--- src/rtl/hyb_pkg.sv ---
// -----------------------------------------------------------------------------
// hyb_pkg
// Shared definitions for the hybrid radix-2 signed-digit blocks:
//   - hyb_state_e : control states of the accumulator (ACC, CONV, DONE)
//   - ppm_t/ppm_u : bit functions of the plus-plus-minus (PPM) addition cell.
//                   For one bit position, p + y - n == 2*ppm_t - ppm_u.
// -----------------------------------------------------------------------------
package hyb_pkg;

    typedef enum logic [1:0] {
        ST_ACC  = 2'd0,
        ST_CONV = 2'd1,
        ST_DONE = 2'd2
    } hyb_state_e;

    // Transfer (weight 2) output of the PPM cell: majority of p, y and ~n.
    function automatic logic ppm_t(input logic p, input logic n, input logic y);
        logic nn;
        nn = ~n;
        return (p & y) | (p & nn) | (y & nn);
    endfunction

    // Negative-weight sum output of the PPM cell.
    function automatic logic ppm_u(input logic p, input logic n, input logic y);
        return p ^ y ^ n;
    endfunction

endpackage

--- src/rtl/hyb_accumulator_if.sv ---
// -----------------------------------------------------------------------------
// hyb_accumulator_if
// Bundles the handshake and data signals of hyb_accumulator.
//   master : producer/consumer side (drives y, in_valid, clr, conv_*, out_ready)
//   slave  : accumulator side (drives ready/valid flags, result, sp, sn)
// -----------------------------------------------------------------------------
interface hyb_accumulator_if #(
    parameter int WIDTH = 16
);
    logic             in_valid;
    logic             in_ready;
    logic [WIDTH-1:0] y;
    logic             clr;
    logic             conv_start;
    logic             conv_clr;
    logic             conv_ready;
    logic             out_valid;
    logic             out_ready;
    logic [WIDTH-1:0] result;
    logic [WIDTH-1:0] sp;
    logic [WIDTH-1:0] sn;

    modport master (
        output in_valid, y, clr, conv_start, conv_clr, out_ready,
        input  in_ready, conv_ready, out_valid, result, sp, sn
    );

    modport slave (
        input  in_valid, y, clr, conv_start, conv_clr, out_ready,
        output in_ready, conv_ready, out_valid, result, sp, sn
    );
endinterface

--- src/rtl/hyb_ppm_stage.sv ---
// -----------------------------------------------------------------------------
// hyb_ppm_stage
// Purely combinational WIDTH-bit row of PPM cells: adds a two's-complement
// operand y into a redundant (sp, sn) pair without carry propagation.
// Ports:
//   sp_i, sn_i : current positive / negative vectors
//   y_i        : addend
//   sp_o, sn_o : next positive / negative vectors, (sp_o - sn_o) == sp_i - sn_i + y_i
//                modulo 2^WIDTH
// -----------------------------------------------------------------------------
module hyb_ppm_stage
    import hyb_pkg::*;
#(
    parameter int WIDTH = 16
) (
    input  logic [WIDTH-1:0] sp_i,
    input  logic [WIDTH-1:0] sn_i,
    input  logic [WIDTH-1:0] y_i,
    output logic [WIDTH-1:0] sp_o,
    output logic [WIDTH-1:0] sn_o
);

    logic [WIDTH-1:0] t_s;

    // Per-bit PPM cells; the transfer vector moves one position up, and the
    // top transfer bit falls off (modulo 2^WIDTH wrap).
    always_comb begin
        t_s  = '0;
        sn_o = '0;
        for (int i = 0; i < WIDTH; i++) begin
            t_s[i]  = ppm_t(sp_i[i], sn_i[i], y_i[i]);
            sn_o[i] = ppm_u(sp_i[i], sn_i[i], y_i[i]);
        end
        sp_o = t_s << 1;
    end

endmodule

--- src/rtl/hyb_accumulator.sv ---
// -----------------------------------------------------------------------------
// hyb_accumulator
// Carry-free accumulator: each accepted y is folded into the redundant pair
// (sp, sn) in one cycle. A conversion request snapshots the pair and resolves
// sp - sn into two's complement CHUNK bits per cycle.
// Ports:
//   clk, rst  : clock (rising edge), asynchronous active-high reset
//   acc_if    : slave side of hyb_accumulator_if
//               in_valid/in_ready/y      : addend stream
//               clr                      : clear (or load y) in ACC
//               conv_start/conv_clr      : conversion request, optional clear
//               conv_ready               : request can be accepted
//               out_valid/out_ready      : converted result handshake
//               result, sp, sn           : converted value and raw pair
// -----------------------------------------------------------------------------
module hyb_accumulator
    import hyb_pkg::*;
#(
    parameter int WIDTH = 16,
    parameter int CHUNK = 4
) (
    input  logic              clk,
    input  logic              rst,
    hyb_accumulator_if.slave  acc_if
);

    localparam int NCH = WIDTH / CHUNK;
    localparam int CW  = (NCH > 1) ? $clog2(NCH) : 1;
    localparam int IW  = (WIDTH > 1) ? $clog2(WIDTH) : 1;

    if ((WIDTH % CHUNK) != 0) begin : g_bad_chunk
        $error("hyb_accumulator: WIDTH must be a multiple of CHUNK");
    end

    hyb_state_e       state_q;
    logic [CW-1:0]    chunk_q;
    logic             borrow_q;
    logic [WIDTH-1:0] p_snap_q;
    logic [WIDTH-1:0] n_snap_q;
    logic [WIDTH-1:0] result_q;
    logic [WIDTH-1:0] sp_q;
    logic [WIDTH-1:0] sn_q;
    logic             in_ready_q;
    logic             conv_ready_q;
    logic             out_valid_q;

    logic             in_acc_s;
    logic             acc_fire_s;
    logic             conv_fire_s;
    logic [WIDTH-1:0] sp_ppm_s;
    logic [WIDTH-1:0] sn_ppm_s;
    logic [WIDTH-1:0] sp_sum_s;
    logic [WIDTH-1:0] sn_sum_s;
    logic [WIDTH-1:0] sp_nxt_s;
    logic [WIDTH-1:0] sn_nxt_s;
    logic [WIDTH-1:0] sp_d;
    logic [WIDTH-1:0] sn_d;
    logic [WIDTH-1:0] p_snap_d;
    logic [WIDTH-1:0] n_snap_d;
    logic [IW-1:0]    base_s;
    logic [CHUNK-1:0] p_chunk_s;
    logic [CHUNK-1:0] n_chunk_s;
    logic [CHUNK:0]   diff_s;
    logic             last_chunk_s;

    assign in_acc_s    = (state_q == ST_ACC);
    assign acc_fire_s  = in_acc_s & acc_if.in_valid;
    assign conv_fire_s = in_acc_s & acc_if.conv_start;

    hyb_ppm_stage #(.WIDTH(WIDTH)) u_ppm (
        .sp_i (sp_q),
        .sn_i (sn_q),
        .y_i  (acc_if.y),
        .sp_o (sp_ppm_s),
        .sn_o (sn_ppm_s)
    );

    // Next accumulator value and conversion snapshot. A conv_clr request
    // overrides clr, so the snapshot then carries the plain running sum.
    always_comb begin
        if (acc_fire_s) begin
            sp_sum_s = sp_ppm_s;
            sn_sum_s = sn_ppm_s;
        end else begin
            sp_sum_s = sp_q;
            sn_sum_s = sn_q;
        end

        if (in_acc_s && acc_if.clr) begin
            sp_nxt_s = acc_fire_s ? acc_if.y : {WIDTH{1'b0}};
            sn_nxt_s = {WIDTH{1'b0}};
        end else begin
            sp_nxt_s = sp_sum_s;
            sn_nxt_s = sn_sum_s;
        end

        if (acc_if.conv_clr) begin
            p_snap_d = sp_sum_s;
            n_snap_d = sn_sum_s;
        end else begin
            p_snap_d = sp_nxt_s;
            n_snap_d = sn_nxt_s;
        end

        if (conv_fire_s && acc_if.conv_clr) begin
            sp_d = {WIDTH{1'b0}};
            sn_d = {WIDTH{1'b0}};
        end else begin
            sp_d = sp_nxt_s;
            sn_d = sn_nxt_s;
        end
    end

    // Chunk subtractor: one CHUNK-wide slice of p - n - borrow per cycle.
    always_comb begin
        base_s       = IW'(chunk_q) * IW'(CHUNK);
        p_chunk_s    = p_snap_q[base_s +: CHUNK];
        n_chunk_s    = n_snap_q[base_s +: CHUNK];
        diff_s       = {1'b0, p_chunk_s} - {1'b0, n_chunk_s} - {{CHUNK{1'b0}}, borrow_q};
        last_chunk_s = (chunk_q == CW'(NCH - 1));
    end

    // Redundant accumulator pair.
    always_ff @(posedge clk or posedge rst) begin
        if (rst) begin
            sp_q <= {WIDTH{1'b0}};
            sn_q <= {WIDTH{1'b0}};
        end else begin
            sp_q <= sp_d;
            sn_q <= sn_d;
        end
    end

    // Control FSM with snapshot, chunk counter, borrow, result and the
    // registered handshake flags.
    always_ff @(posedge clk or posedge rst) begin
        if (rst) begin
            state_q      <= ST_ACC;
            chunk_q      <= {CW{1'b0}};
            borrow_q     <= 1'b0;
            p_snap_q     <= {WIDTH{1'b0}};
            n_snap_q     <= {WIDTH{1'b0}};
            result_q     <= {WIDTH{1'b0}};
            in_ready_q   <= 1'b1;
            conv_ready_q <= 1'b1;
            out_valid_q  <= 1'b0;
        end else begin
            case (state_q)
                ST_ACC: begin
                    if (conv_fire_s) begin
                        state_q      <= ST_CONV;
                        p_snap_q     <= p_snap_d;
                        n_snap_q     <= n_snap_d;
                        borrow_q     <= 1'b0;
                        chunk_q      <= {CW{1'b0}};
                        in_ready_q   <= 1'b0;
                        conv_ready_q <= 1'b0;
                    end
                end
                ST_CONV: begin
                    result_q[base_s +: CHUNK] <= diff_s[CHUNK-1:0];
                    borrow_q                  <= diff_s[CHUNK];
                    if (last_chunk_s) begin
                        state_q     <= ST_DONE;
                        chunk_q     <= {CW{1'b0}};
                        out_valid_q <= 1'b1;
                    end else begin
                        chunk_q <= chunk_q + CW'(1);
                    end
                end
                ST_DONE: begin
                    if (acc_if.out_ready) begin
                        state_q      <= ST_ACC;
                        out_valid_q  <= 1'b0;
                        in_ready_q   <= 1'b1;
                        conv_ready_q <= 1'b1;
                    end
                end
                default: begin
                    state_q      <= ST_ACC;
                    out_valid_q  <= 1'b0;
                    in_ready_q   <= 1'b1;
                    conv_ready_q <= 1'b1;
                end
            endcase
        end
    end

    assign acc_if.in_ready   = in_ready_q;
    assign acc_if.conv_ready = conv_ready_q;
    assign acc_if.out_valid  = out_valid_q;
    assign acc_if.result     = result_q;
    assign acc_if.sp         = sp_q;
    assign acc_if.sn         = sn_q;

endmodule

--- src/flat_wrapper.sv ---
// flat-port wrapper written by rule: the top's interface ports become plain ports
module hyb_accumulator_flat import hyb_pkg::*;
#(
    parameter int WIDTH = 16,
    parameter int CHUNK = 4
)
  (clk, rst, acc_if_in_valid, acc_if_y, acc_if_clr, acc_if_conv_start, acc_if_conv_clr, acc_if_out_ready, acc_if_in_ready, acc_if_conv_ready, acc_if_out_valid, acc_if_result, acc_if_sp, acc_if_sn);
  hyb_accumulator_if #(.WIDTH(WIDTH)) acc_if_i ();
  input  logic clk;
  input  logic rst;
  input wire logic [$bits(acc_if_i.in_valid)-1:0] acc_if_in_valid;
  input wire logic [$bits(acc_if_i.y)-1:0] acc_if_y;
  input wire logic [$bits(acc_if_i.clr)-1:0] acc_if_clr;
  input wire logic [$bits(acc_if_i.conv_start)-1:0] acc_if_conv_start;
  input wire logic [$bits(acc_if_i.conv_clr)-1:0] acc_if_conv_clr;
  input wire logic [$bits(acc_if_i.out_ready)-1:0] acc_if_out_ready;
  output wire logic [$bits(acc_if_i.in_ready)-1:0] acc_if_in_ready;
  output wire logic [$bits(acc_if_i.conv_ready)-1:0] acc_if_conv_ready;
  output wire logic [$bits(acc_if_i.out_valid)-1:0] acc_if_out_valid;
  output wire logic [$bits(acc_if_i.result)-1:0] acc_if_result;
  output wire logic [$bits(acc_if_i.sp)-1:0] acc_if_sp;
  output wire logic [$bits(acc_if_i.sn)-1:0] acc_if_sn;
  assign acc_if_i.in_valid = acc_if_in_valid;
  assign acc_if_i.y = acc_if_y;
  assign acc_if_i.clr = acc_if_clr;
  assign acc_if_i.conv_start = acc_if_conv_start;
  assign acc_if_i.conv_clr = acc_if_conv_clr;
  assign acc_if_i.out_ready = acc_if_out_ready;
  assign acc_if_in_ready = acc_if_i.in_ready;
  assign acc_if_conv_ready = acc_if_i.conv_ready;
  assign acc_if_out_valid = acc_if_i.out_valid;
  assign acc_if_result = acc_if_i.result;
  assign acc_if_sp = acc_if_i.sp;
  assign acc_if_sn = acc_if_i.sn;
  hyb_accumulator #(.WIDTH(WIDTH), .CHUNK(CHUNK)) u_core (.clk(clk), .rst(rst), .acc_if(acc_if_i));
endmodule
--- config.mk ---
export PLATFORM = sky130hd
export DESIGN_NAME = hyb_accumulator_flat
export DESIGN_NICKNAME = d
export VERILOG_FILES = /design/src/rtl/hyb_pkg.sv /design/src/rtl/hyb_accumulator_if.sv /design/src/rtl/hyb_ppm_stage.sv /design/src/rtl/hyb_accumulator.sv /design/src/flat_wrapper.sv
export SDC_FILE = /design/constraint.sdc
export NUM_CORES = 1
export LEC_CHECK = 0
export ABC_AREA = 1
export ABC_CLOCK_PERIOD_IN_PS = 7230
export BUFFER_PORTS_ARGS = -buffer_cell sky130_fd_sc_hd__buf_2
export CORE_ASPECT_RATIO = 0.75
export CORE_MARGIN = 2
export CORE_UTILIZATION = 50
export DETAILED_ROUTE_END_ITERATION = 16
export MAX_ROUTING_LAYER = met4
export PLACE_DENSITY_LB_ADDON = 0.15
export SLEW_MARGIN = 20
export SYNTH_ARGS = -nofsm -noshare
export SYNTH_HDL_FRONTEND = slang
export SYNTH_SLANG_ARGS = --single-unit
--- constraint.sdc ---
create_clock -name clk -period 7.23 [get_ports clk]
set_input_delay 0.723 -clock clk [delete_from_list [all_inputs] [get_ports clk]]
set_output_delay 0.723 -clock clk [all_outputs]
set_load 0.005 [all_outputs]
# After elaboration in Yosys (flattened, before gate mapping)
# Cells that the tools add are included.
[word_totals] register_bits=87 in_bits=23 wordCells=183
[classes] addsub=4 eq_ne=6 n_shift=4 n_mux=24 bitwise_logic=126 reduce_logical=9
[ops] cell="two-way mux 16 bit" n=9
[ops] cell="bitwise AND 1 bit" n=47
[ops] cell="variable part select 16 x 5 -> 4 bit" n=2
[ops] cell="XOR 1 bit" n=32
[ops] cell="OR 1 bit" n=30
[ops] cell="inverter 1 bit" n=17
[ops] cell="bitwise mux 16 bit" n=1
[ops] cell="variable shift 4 x 6 -> 16 bit (first input constant)" n=1
[ops] cell="variable part select 4 x 6 -> 16 bit" n=1
[ops] cell="two-way mux 2 bit" n=5
[ops] cell="AND reduction 3 bit" n=3
[ops] cell="negator 4 -> 6 bit" n=1
[ops] cell="one-hot mux 1 bit (3 select lines)" n=2
[ops] cell="one-hot mux 2 bit (3 select lines)" n=1
[ops] cell="subtractor 4 x 4 -> 5 bit" n=1
[ops] cell="subtractor 5 x 1 -> 5 bit" n=1
[ops] cell="== test 2 bit (second input constant)" n=2
[ops] cell="two-way mux 1 bit" n=4
[ops] cell="!= test 2 bit (second input constant)" n=2
[ops] cell="one-hot mux 2 bit (2 select lines)" n=1
[ops] cell="AND reduction 2 bit" n=2
[ops] cell="adder 2 x 1 -> 2 bit (second input constant)" n=1
[ops] cell="== test 2 x 1 -> 1 bit (second input constant)" n=1
[ops] cell="logical AND 1 bit" n=2
[ops] cell="4 further kinds" n=4

# Depth between registers and ports, before layout
# Gate-level depths: netlist of the first run.
[depth] word_depth=7 ltp_mapped=14

# Hierarchy
# A second synthesis of the first run with hierarchy kept.
[unflattened] hier_cells=561 area_unflattened_um2=4747.1
[by_module_without_submodules] module="hyb_accumulator" instances=1 cells_each=505 area_per_inst_um2=4287.9 seq_area_each_um2=2178.3
[by_module_without_submodules] module="hyb_ppm_stage" instances=1 cells_each=56 area_per_inst_um2=459.2 seq_area_each_um2=0.0

# Worst setup path before layout of the first run
# Ideal clock, no wire load.
[synth_path] path_kind="flip-flop to flip-flop" startpoint="register u_core.chunk_q[0]" endpoint="register u_core.result_q[13] (netlist: u_core.acc_if.result[13])" setup_time_ns=0.083 arrival_time_ns=2.359 required_time_ns=7.147 setup_slack_ns=4.788 stages_incl_launch_ff=12 n_path_buf=2 period_less_slack_ns=2.442 cell_sequence="dfrtp_1 buf_4 clkbuf_1 o21ai_0 a21oi_1 a21oi_1 fa_1 inv_1 fa_1 nor2_1 nand2_1 o21ai_0"
[synth_via] elab_chain_cells=5 word_cells_on_any_way=8 cone_classes="3 x add/sub; 4 x shift; 1 x mux"
[synth_lines] element="start: declaration" line_no="hyb_accumulator.sv:36" rtl="logic [CW-1:0] chunk_q;"
[synth_lines] element="start signal: assignment" line_no="hyb_accumulator.sv:139" rtl="chunk_q <= {CW{1'b0}};"
[synth_lines] element="start signal: assignment" line_no="hyb_accumulator.sv:155" rtl="chunk_q <= {CW{1'b0}};"
[synth_lines] element="start signal: assignment" line_no="hyb_accumulator.sv:165" rtl="chunk_q <= {CW{1'b0}};"
[synth_lines] element="variable part select 16 x 5 -> 4 bit, on equally long branches" line_no="hyb_accumulator.sv:117, hyb_accumulator.sv:118"
[synth_lines] element="subtractor 4 x 4 -> 5 bit" line_no="hyb_accumulator.sv:119" rtl="diff_s = {1'b0, p_chunk_s} - {1'b0, n_chunk_s} - {{CHUNK{1'b0}}, borrow_q};"
[synth_lines] element="subtractor 5 x 1 -> 5 bit" line_no="hyb_accumulator.sv:119"
[synth_lines] element="variable part select 4 x 6 -> 16 bit" line_no="hyb_accumulator.sv:161" rtl="result_q[base_s +: CHUNK] <= diff_s[CHUNK-1:0];"
[synth_lines] element="bitwise mux 16 bit (*)" line_no="hyb_accumulator.sv:161"
[synth_lines] element="end signal: assignment" line_no="hyb_accumulator.sv:143" rtl="result_q <= {WIDTH{1'b0}};"
[synth_lines] element="end signal: indexed assignment" line_no="hyb_accumulator.sv:161"
[synth_lines] element="end: declaration" line_no="hyb_accumulator.sv:40" rtl="logic [WIDTH-1:0] result_q;"
# Every way passes the cells marked *; elsewhere a longest branch is shown, timed or not.
# A chain may end at the register's enable or synchronous reset.

# Worst setup path after layout of the first run
[layout_path] startpoint="register u_core.chunk_q[0]" endpoint="register u_core.result_q[14] (netlist: u_core.acc_if.result[14])"
# The elaborated chain is that of the path after synthesis.

==> results_dict.tcl, run 1 <==
set metrics [dict create \
    hold_path_end "u_core.acc_if.in_ready$_DFFE_PP1P_" \
    hpwl_um 7926 \
    layout_common_cells "152 x nand2_1, 86 x dfrtp_1, 73 x buf_2" \
    start_util_pct 51.58 \
    die_y_um 87.84 \
    chipWidth_um 115.8 \
    slew_headroom_pct 41.35 \
    layout.nets 661 \
    dieArea_um2 10170 \
    slowest_stage "fa_1" \
    grt_max_degree 88 \
    drc 0 \
    ys_seq_area_share_pct 46.49 \
    vias_per_cell 5.192 \
    vias 3858 \
    holdCritStartpoint "u_core.acc_if.in_ready$_DFFE_PP1P_" \
    tns_ns 0 \
    synthDistinctLibCells 36 \
    max_cap_violations 0 \
    grt-ovfl-total 0 \
    crit_required_ns 7.47 \
    synth_ff_type "dfrtp_1" \
    critPathMaxStageDelay_ns 0.42 \
    hold-worst-slack_ns 0.4713 \
    cts_max_level 3 \
    syn-num-nets 601 \
    wirelength_um 11490 \
    worst_r2r_endpoint "u_core.acc_if.result[14]$_DFFE_PP0P_" \
    gp_congestion 0.9041 \
    worstRegToRegCells 11 \
    drive_gt1_share_pct 17.07 \
    synth-seq-cells 87 \
    cts_buffer_depth 2 \
    p_per_area_nw_per_um2 469.5 \
    postCtsResizedCells 0 \
    cts.sinks 87 \
    numCtsBuffers 9 \
    clock_skew_ns 0.007392 \
    cts_tree "done" \
    ys_warn_count 0 \
    fillerInstances 883 \
    antenna_found_initial 0 \
    syn_avg_cell_area_um2 8.504 \
    fin_crit_sh_pct 38.65 \
    antennaDiodeCount 0 \
    end_kind "flip-flop" \
    tightest_slew_ns 0.8784 \
    critical_path_class "reg -> reg" \
    async_flop_share_pct 100.0 \
    multi_input_area_um2 2079 \
    rows 30 \
    cts_setup_buffers 0 \
    drtAntennaViolNets 0 \
    setup_viol 0 \
    rsz0062_at_grt "false" \
    core_um2 9084 \
    routedWlPerCell_um 15.47 \
    finalWorstSetupSlack_ns 4.436 \
    drtPass1Iterations 4 \
    critical_path.top_delay_family "buffers and inverters" \
    cp.arrival_ns 3.04 \
    hold_violations 0 \
    r2r-start "u_core.chunk_q[0]$_DFFE_PP0P_" \
    p_total_mw 2.519 \
    mostFrequentLayoutCell "nand2_1" \
    clkTransAtPathRegs_ns 0.06 \
    finalCriticalPeriod_ns 2.794 \
    worstHoldPathCells 2 \
    grt_pass1_wl_um 19040 \
    synth-edff-count 0 \
    pin_count 74 \
    critical_path_buf_inv_count 3 \
    area_delta_synth_final_pct 14.53 \
    irDropWorstVdd_uv 214.9 \
    drv_slew 0 \
    syn_inst 551 \
    port_buffers 73 \
    syn-cell-area_um2 4686 \
    grt_usage_pct 25.46 \
    first_iter_violations 266 \
    seq_area_um2 2178 \
    cts-root-buf "clkbuf_16" \
    power_leakage_nw 2.770 \
    clock_latency_ns 0.34 \
    hold_path_class "reg -> reg" \
    crit_path_start_kind "flip-flop" \
    outcome "complete, no violations" \
    worstPathCellList "buf_4 > inv_1 > o21ai_0 > o22ai_1 > fa_1 > inv_1 > fa_1 > xor2_1 > nor2_1 > nand2_1 > o21ai_0" \
    grt_pass1_vias 3714 \
    reg2reg_slack_ns 4.44 \
    fmaxAchievable_ghz 0.3579 \
    dp_slack_ns 4.509 \
    cp_max_fo 31 \
    postCtsHoldBufs 0 \
]
-- worst register-to-register path: cells and delay by family, from the launching register on --
kind,cells,cell delay [ns]
adder cells (fa/ha/maj),2,0.65
XOR/XNOR,1,0.19
flip-flops,1,0.36
buffers and inverters,3,0.67
AO/OA/AOI/OAI,3,0.58
AND/OR/NAND/NOR,2,0.25
-- worst max path at each step --
stage | start | end | slack (ns) | cells after the start
floorplan | rst | u_core.acc_if.out_valid$_DFFE_PP0P_ | 4.26 | 1
global placement | u_core.chunk_q[0]$_DFFE_PP0P_ | u_core.acc_if.result[13]$_DFFE_PP0P_ | 4.62 | 10
detailed placement | u_core.chunk_q[0]$_DFFE_PP0P_ | u_core.acc_if.result[5]$_DFFE_PP0P_ | 4.51 | 10
CTS | u_core.chunk_q[0]$_DFFE_PP0P_ | u_core.acc_if.result[14]$_DFFE_PP0P_ | 4.44 | 11
global route | u_core.chunk_q[0]$_DFFE_PP0P_ | u_core.acc_if.result[5]$_DFFE_PP0P_ | 4.15 | 10
finish | u_core.chunk_q[0]$_DFFE_PP0P_ | u_core.acc_if.result[14]$_DFFE_PP0P_ | 4.44 | 11
-- power breakdown --
| group | internal [mW] | switching [mW] |
|---|---|---|
| registers | 0.668 | 0.134 |
| logic | 0.434 | 0.786 |
| clock network | 0.309 | 0.189 |
| total | 1.41 | 1.11 |
-- synth_stat cells, types with 4 or more instances --
| master | count | area (um^2) |
|---|---|---|
| nor2_1 | 49 | 183.9 |
| dfrtp_1 | 86 | 2152 |
| buf_6 | 6 | 67.56 |
| o22ai_1 | 6 | 37.54 |
| ha_1 | 10 | 125.1 |
| o21ai_1 | 27 | 135.1 |
| inv_2 | 4 | 15.01 |
| o21ai_0 | 40 | 200.2 |
| inv_1 | 61 | 229.0 |
| fa_1 | 17 | 340.3 |
| buf_4 | 6 | 45.04 |
| buf_2 | 8 | 40.04 |
| a22oi_1 | 15 | 112.6 |
| clkbuf_1 | 4 | 15.01 |
| nand3_1 | 24 | 120.1 |
| nand2_1 | 152 | 570.6 |
| a21oi_1 | 9 | 45.04 |
-- registers in the layout, summed over array words and instances, names as in the netlist, 2 cells and up --
register,cells
u_core.state_q,2
u_core.chunk_q,2
u_core.acc_if.result,16
u_core.p_snap_q,16
u_core.acc_if.sn,16
u_core.n_snap_q,16
u_core.acc_if.sp,16
-- through the flow --
stage          instance area (um^2)  util [%]  std cells
2_1_floorplan                  4686         -        551
3_3_place_gp                   5050     55.59        728
3_5_place_dp                   5050     55.59        728
4_1_cts                        5363     59.04        743
5_1_grt                        5366     59.08        743
6_report                       5366     59.08        743
-- per-layer routing --
metal | wire length [um] | up-vias | track usage (%) | part of all wire [%]
met5 | 0 | - | - | 0
met4 | 151 | 0 | 6.818 | 1.3
met3 | 623 | 13 | 4.637 | 5.4
met2 | 5151 | 122 | 37.11 | 45
met1 | 5566 | 1855 | 36.89 | 48
li1 | - | 1868 | - | -
-- layout make-up --
type	instances	area share, %
clock inverters	4	1.306
clock buffers	11	4.523
repair buffers	75	7.158
inverters	66	4.686
multi-input cells	372	38.75
well taps	128	2.984
flip-flops and latches	87	40.59
-- cell families (layout without fill, tap and decap cells) --
| logic type | Yosys count | in the layout | share of synthesized area (%) |
|---|---|---|---|
| XOR/XNOR | 3 | 3 | 0.5609 |
| multiplexers | 1 | 1 | 0.2136 |
| AO/OA/AOI/OAI | 105 | 105 | 13.00 |
| adder cells (fa/ha/maj) | 27 | 27 | 9.933 |
| flip-flops | 87 | 87 | 46.49 |
| AND/OR/NAND/NOR | 236 | 236 | 20.67 |
| buffers and inverters | 92 | 156 | 9.132 |
Note: power is estimated with default switching activity, not from simulation.
==> run 2: changes to the inputs <==
ABC_AREA = 0   (was 1)
ABC_CLOCK_PERIOD_IN_PS = 2800   (was 7230)
clock period = 2.8 ns   (was 7.23 ns; I/O delays follow)
==> results_dict.tcl, run 2 <==
set metrics [dict create \
    p_per_area_nw_per_um2 1295 \
    syn_inst 456 \
    hpwl_um 9038 \
    drv_slew 0 \
    drtAntennaViolNets 0 \
    hold_path_class "in -> async" \
    clkTransAtPathRegs_ns 0.06 \
    chipWidth_um 114.9 \
    yosysMostFrequentCell "dfrtp_1" \
    cp_max_fo 6 \
    fmaxAchievable_ghz 0.3861 \
    mostFrequentLayoutCell "dfrtp_1" \
    numCtsBuffers 9 \
    grt_usage_pct 26.88 \
    die_y_um 87.21 \
    routedWlPerCell_um 18.83 \
    area_delta_synth_final_pct 15.94 \
    layout_common_cells "86 x dfrtp_1, 73 x buf_2, 52 x nor2_1" \
    final_cell_area_um2 5351 \
    antenna_found_initial 0 \
    cts_buffer_depth 2 \
    dieArea_um2 10020 \
    end_kind "flip-flop" \
    synthDistinctLibCells 41 \
    ys_warn_count 0 \
    wirelength_um 12050 \
    critical_path_class "reg -> reg" \
    grt_pass1_vias 3542 \
    pin_count 74 \
    first_iter_violations 335 \
    syn-cell-area_um2 4616 \
    crit_required_ns 3.02 \
    vias_per_cell 5.695 \
    port_buffers 73 \
    max_cap_violations 0 \
    hold-worst-slack_ns -0.01341 \
    rsz0062_at_grt "false" \
    finalCriticalPeriod_ns 2.590 \
    syn-num-nets 506 \
    slew_headroom_pct 51.23 \
    clock_skew_ns 0.007610 \
    fin_crit_sh_pct 92.51 \
    cts-root-buf "clkbuf_16" \
    fillerInstances 781 \
    power_frac_clock_pct 17.5 \
    core_um2 9009 \
    cts_max_level 3 \
    clock_latency_ns 0.35 \
    irDropWorstVdd_uv 484.9 \
    drc 0 \
    postCtsResizedCells 0 \
    cp.arrival_ns 2.81 \
    cts_tree "done" \
    cts.sinks 87 \
    switching_share_pct 43.03 \
    hold_violations 11 \
    grt_max_degree 54 \
    worstRegToRegCells 7 \
    antennaDiodeCount 0 \
    placed_area_um2 5052 \
    ys_seq_area_share_pct 47.19 \
    pwr-share-seq_pct 34.2 \
    tns_ns 0 \
    postCtsHoldBufs 0 \
    grt-ovfl-total 0 \
    rows 30 \
    gp_congestion 0.9545 \
    synth-seq-cells 87 \
    grt_pass1_wl_um 19460 \
    p_int_mw 3.948 \
    cts_setup_buffers 0 \
    outcome "complete, but fails checks" \
    synth_ff_type "dfrtp_1" \
    pwr-share-comb_pct 48.3 \
    syn_avg_cell_area_um2 10.12 \
    setup_viol 0 \
    violations "hold timing" \
    power_leakage_nw 2.533 \
    start_util_pct 51.24 \
    async_flop_share_pct 100.0 \
    synth-edff-count 0 \
    layout.nets 573 \
    vias 3645 \
    netlist_top_cells_count "86 x dfrtp_1, 52 x nor2_1, 47 x a21oi_1" \
    synth_largest_area_cell "dfrtp_1" \
    synth.area.top_cells "dfrtp_1 47%, fa_1 7.4%, a21oi_1 5.1%, nor2_1 4.2%, mux2i_1 4.1%" \
    drive_gt1_share_pct 22.92 \
    drtPass1Iterations 5 \
    crit_path_start_kind "flip-flop" \
    tightest_slew_ns 0.7301 \
    p_switching_mw 2.982 \
    synth_top_cell_area_share_pct 46.63 \
]
run 2: worst max-delay path, cell delays in order, from the launching register on:
cell      delay, ns
dfrtp_1        0.52
mux4_2         0.59
fa_1           0.44
ha_1           0.19
nand2b_1       0.15
a21oi_1        0.15
xor2_1         0.30
o21ai_1        0.13
run 2: logic make-up (layout without fill, tap and decap cells):
kind of cell | Yosys count | count (layout) | share of synthesized area (%)
xor+xnor | 5 | 5 | 0.9489
flops | 87 | 87 | 47.19
compound gates | 118 | 118 | 14.34
mux | 27 | 27 | 8.024
fa+ha+maj | 27 | 27 | 10.08
simple gates | 130 | 130 | 12.90
buf+inv | 62 | 134 | 6.506
run 2: per-layer routing:
layer / GRT usage, % / vias up / wire, um
li1: - / 1689 / -
met1: 39.77 / 1810 / 5804
met2: 37.17 / 128 / 5365
met3: 6.054 / 18 / 671
met4: 7.996 / 0 / 209
met5: - / - / 0
run 2: final cells by class:
cell class / instances / area, um^2 / area share [%]
clock buffer: 10 / 229.0 / 4.279
sequential: 87 / 2178 / 40.71
multi-input combinational: 307 / 2137 / 39.93
tap: 112 / 140.1 / 2.619
clock inverter: 6 / 70.07 / 1.309
inverter: 32 / 121.4 / 2.268
timing repair buffer: 86 / 475.5 / 8.885
run 2: final timing paths:
check                                              startpoint                                   end  slack, ns
max reg2reg                     u_core.chunk_q[0]$_DFFE_PP0P_  u_core.acc_if.result[11]$_DFFE_PP0P_       0.21
max in group asynchronous                                 rst    u_core.acc_if.in_ready$_DFFE_PP1P_       2.07
min                                                       rst        u_core.acc_if.sn[11]$_DFF_PP0_      -0.01
min in group clk                            acc_if_conv_start    u_core.acc_if.in_ready$_DFFE_PP1P_       0.25
min reg2reg                u_core.acc_if.in_ready$_DFFE_PP1P_    u_core.acc_if.in_ready$_DFFE_PP1P_       0.47
max                             u_core.chunk_q[0]$_DFFE_PP0P_  u_core.acc_if.result[11]$_DFFE_PP0P_       0.21
run 2: through the flow:
step / hold WS (ns) / setup WS (ns) / power (mW) / utilization, % / instances
after floorplan: 0.4323 / 0.2197 / 4.471 / - / 456
after global placement: 0.3782 / 0.2993 / 5.576 / 56.08 / 624
after detailed placement: 0.3727 / 0.2183 / 5.704 / 56.08 / 624
after CTS: 0.00004408 / 0.2174 / 6.928 / 59.40 / 640
after global routing: 0.04161 / 0.05505 / 7.456 / 59.40 / 640
final: -0.01341 / 0.2097 / 6.930 / 59.40 / 640
run 2: power groups by stage:
stage / Sequential [mW] / Clock [mW] / Combinational (mW)
final: 2.37 / 1.21 / 3.35
after global routing: 2.43 / 1.29 / 3.74
after CTS: 2.36 / 1.23 / 3.34
after detailed placement: 2.37 / 0 / 3.33
after global placement: 2.37 / 0 / 3.21
after floorplan: 2.21 / 0 / 2.26
==> run 3: changes to the inputs <==
==> constraint.sdc (replaced) <==
create_clock -name clk -period 2.8 [get_ports clk]
set_input_delay 0 -clock clk [delete_from_list [all_inputs] [get_ports clk]]
set_output_delay 0 -clock clk [all_outputs]
set_load 0.005 [all_outputs]
==> results_dict.tcl, run 3 (synthesis results as in run 2) <==
set metrics [dict create \
    mostFrequentLayoutCell "dfrtp_1" \
    chipWidth_um 114.9 \
    power_leakage_nw 2.560 \
    vias 3677 \
    area_delta_synth_final_pct 17.19 \
    p_per_area_nw_per_um2 1272 \
    drc 0 \
    start_util_pct 51.24 \
    postCtsResizedCells 0 \
    grtUsageMet3_pct 4.732 \
    tns_ns 0 \
    irDropWorstVdd_uv 617.8 \
    cts_buffer_depth 2 \
    pin_count 74 \
    numCtsBuffers 9 \
    hold_violations 0 \
    drtAntennaViolNets 0 \
    grt_pass1_wl_um 19250 \
    drive_gt1_share_pct 22.93 \
    cts_setup_buffers 0 \
    postCtsHoldBufs 4 \
    dieArea_um2 10020 \
    reg2reg_slack_ns 0.27 \
    vias_per_cell 5.710 \
    finalWorstSetupSlack_ns 0.2691 \
    cts_tree "done" \
    fin_util_pct 60.04 \
    grt-ovfl-total 0 \
    layout.nets 577 \
    rsz0062_at_grt "false" \
    core_um2 9009 \
    multi_input_area_um2 2141 \
    crit_path_start_kind "flip-flop" \
    hpwl_um 8718 \
    grt_usage_pct 26.25 \
    finalCriticalPeriod_ns 2.531 \
    fin_crit_sh_pct 90.39 \
    antennaDiodeCount 0 \
    cts.sinks 87 \
    cp_max_fo 6 \
    critical_path_class "reg -> reg" \
    p_total_mw 6.880 \
    drtPass1Iterations 5 \
    seq_area_um2 2178 \
    fmaxAchievable_ghz 0.3951 \
    grt_max_degree 46 \
    grt_pass1_vias 3517 \
    drv_slew 0 \
    antenna_found_initial 0 \
    dp_slack_ns 0.2551 \
    routedWlPerCell_um 18.39 \
    rows 30 \
    cp.arrival_ns 2.75 \
    hold_path_class "in -> reg" \
    worst_r2r_endpoint "u_core.acc_if.result[11]$_DFFE_PP0P_" \
    slew_headroom_pct 49.22 \
    max_cap_violations 0 \
    top_usage_layer "met1" \
    layout_common_cells "86 x dfrtp_1, 73 x buf_2, 52 x nor2_1" \
    cts_max_level 3 \
    tightest_slew_ns 0.7607 \
    clock_latency_ns 0.35 \
    end_kind "flip-flop" \
    port_buffers 73 \
    first_iter_violations 320 \
    outcome "complete, no violations" \
    crit_path_start "u_core.chunk_q[0]$_DFFE_PP0P_" \
    gp_congestion 0.9539 \
    crit_required_ns 3.02 \
    met1_usage_pct 40.33 \
    clock_skew_ns 0.005267 \
    clkTransAtPathRegs_ns 0.06 \
    wirelength_um 11850 \
    worstRegToRegCells 7 \
    cts-root-buf "clkbuf_16" \
    setup_viol 0 \
    fillerInstances 786 \
    critical_path.endpoint "u_core.acc_if.result[11]$_DFFE_PP0P_" \
    r2r-start "u_core.chunk_q[0]$_DFFE_PP0P_" \
    die_y_um 87.21 \
    grt_use_met2_pct 35.40 \
]
==> run 3: cell count changes in the layout (fill, tap and decap cells not counted), sizes merged <==
cell	before	now
clkinv	2	4
dlygate4sd3	0	4
inv	32	31
clkinvlp	3	2
==> run 3: per-stage QoR <==
| stage | cell area, um^2 | instances | hold slack, ns |
|---|---|---|---|
| global placement | 5065 | 624 | 0.1503 |
| global route | 5409 | 644 | 0.04200 |
| finish | 5409 | 644 | 0.009404 |
| detailed placement | 5069 | 624 | 0.1518 |
| floorplan | 4616 | 456 | 0.1523 |
| CTS | 5409 | 644 | 0.002797 |
==> run 3: area by class of cell <==
cell class | count | share of cell area (%)
multi-input combinational | 307 | 39.58
tap | 112 | 2.591
clock buffer | 10 | 4.233
sequential | 87 | 40.27
clock inverter | 6 | 1.319
inverter | 32 | 2.244
timing repair buffer | 90 | 9.762
==> run 3: worst min-delay path by stage <==
stage / startpoint / end / slack (ns) / cells after the start
5_1_grt: acc_if_y[11] / u_core.acc_if.sp[11]$_DFF_PP0_ / 0.04 / 3
6_report: acc_if_y[5] / u_core.acc_if.sp[5]$_DFF_PP0_ / 0.009 / 3
4_1_cts: acc_if_y[5] / u_core.acc_if.sp[5]$_DFF_PP0_ / 0.003 / 3
3_5_place_dp: rst / u_core.acc_if.sn[8]$_DFF_PP0_ / 0.15 / 2
2_1_floorplan: acc_if_conv_clr / u_core.p_snap_q[0]$_DFFE_PP0P_ / 0.15 / 2
3_3_place_gp: rst / u_core.n_snap_q[14]$_DFFE_PP0P_ / 0.15 / 2
==> run 3: routing by layer <==
layer,vias up,routed length [um]
met5,-,0
met4,0,204
met3,28,770
met2,156,5133
met1,1807,5737
li1,1686,-
==> run 3: worst max-delay path: stages (launching register included) <==
cell and delay (ns):
dfrtp_1 0.51, mux4_2 0.57, fa_1 0.43, ha_1 0.19, nand2b_1 0.13, a21oi_1 0.16
xor2_1 0.29, o21ai_1 0.12
==> run 3: power breakdown <==
part	internal (mW)	leakage, nW	switching (mW)
combinational	1.42	1.31	1.88
sequential	1.84	1.11	0.534
clock	0.696	0.139	0.511
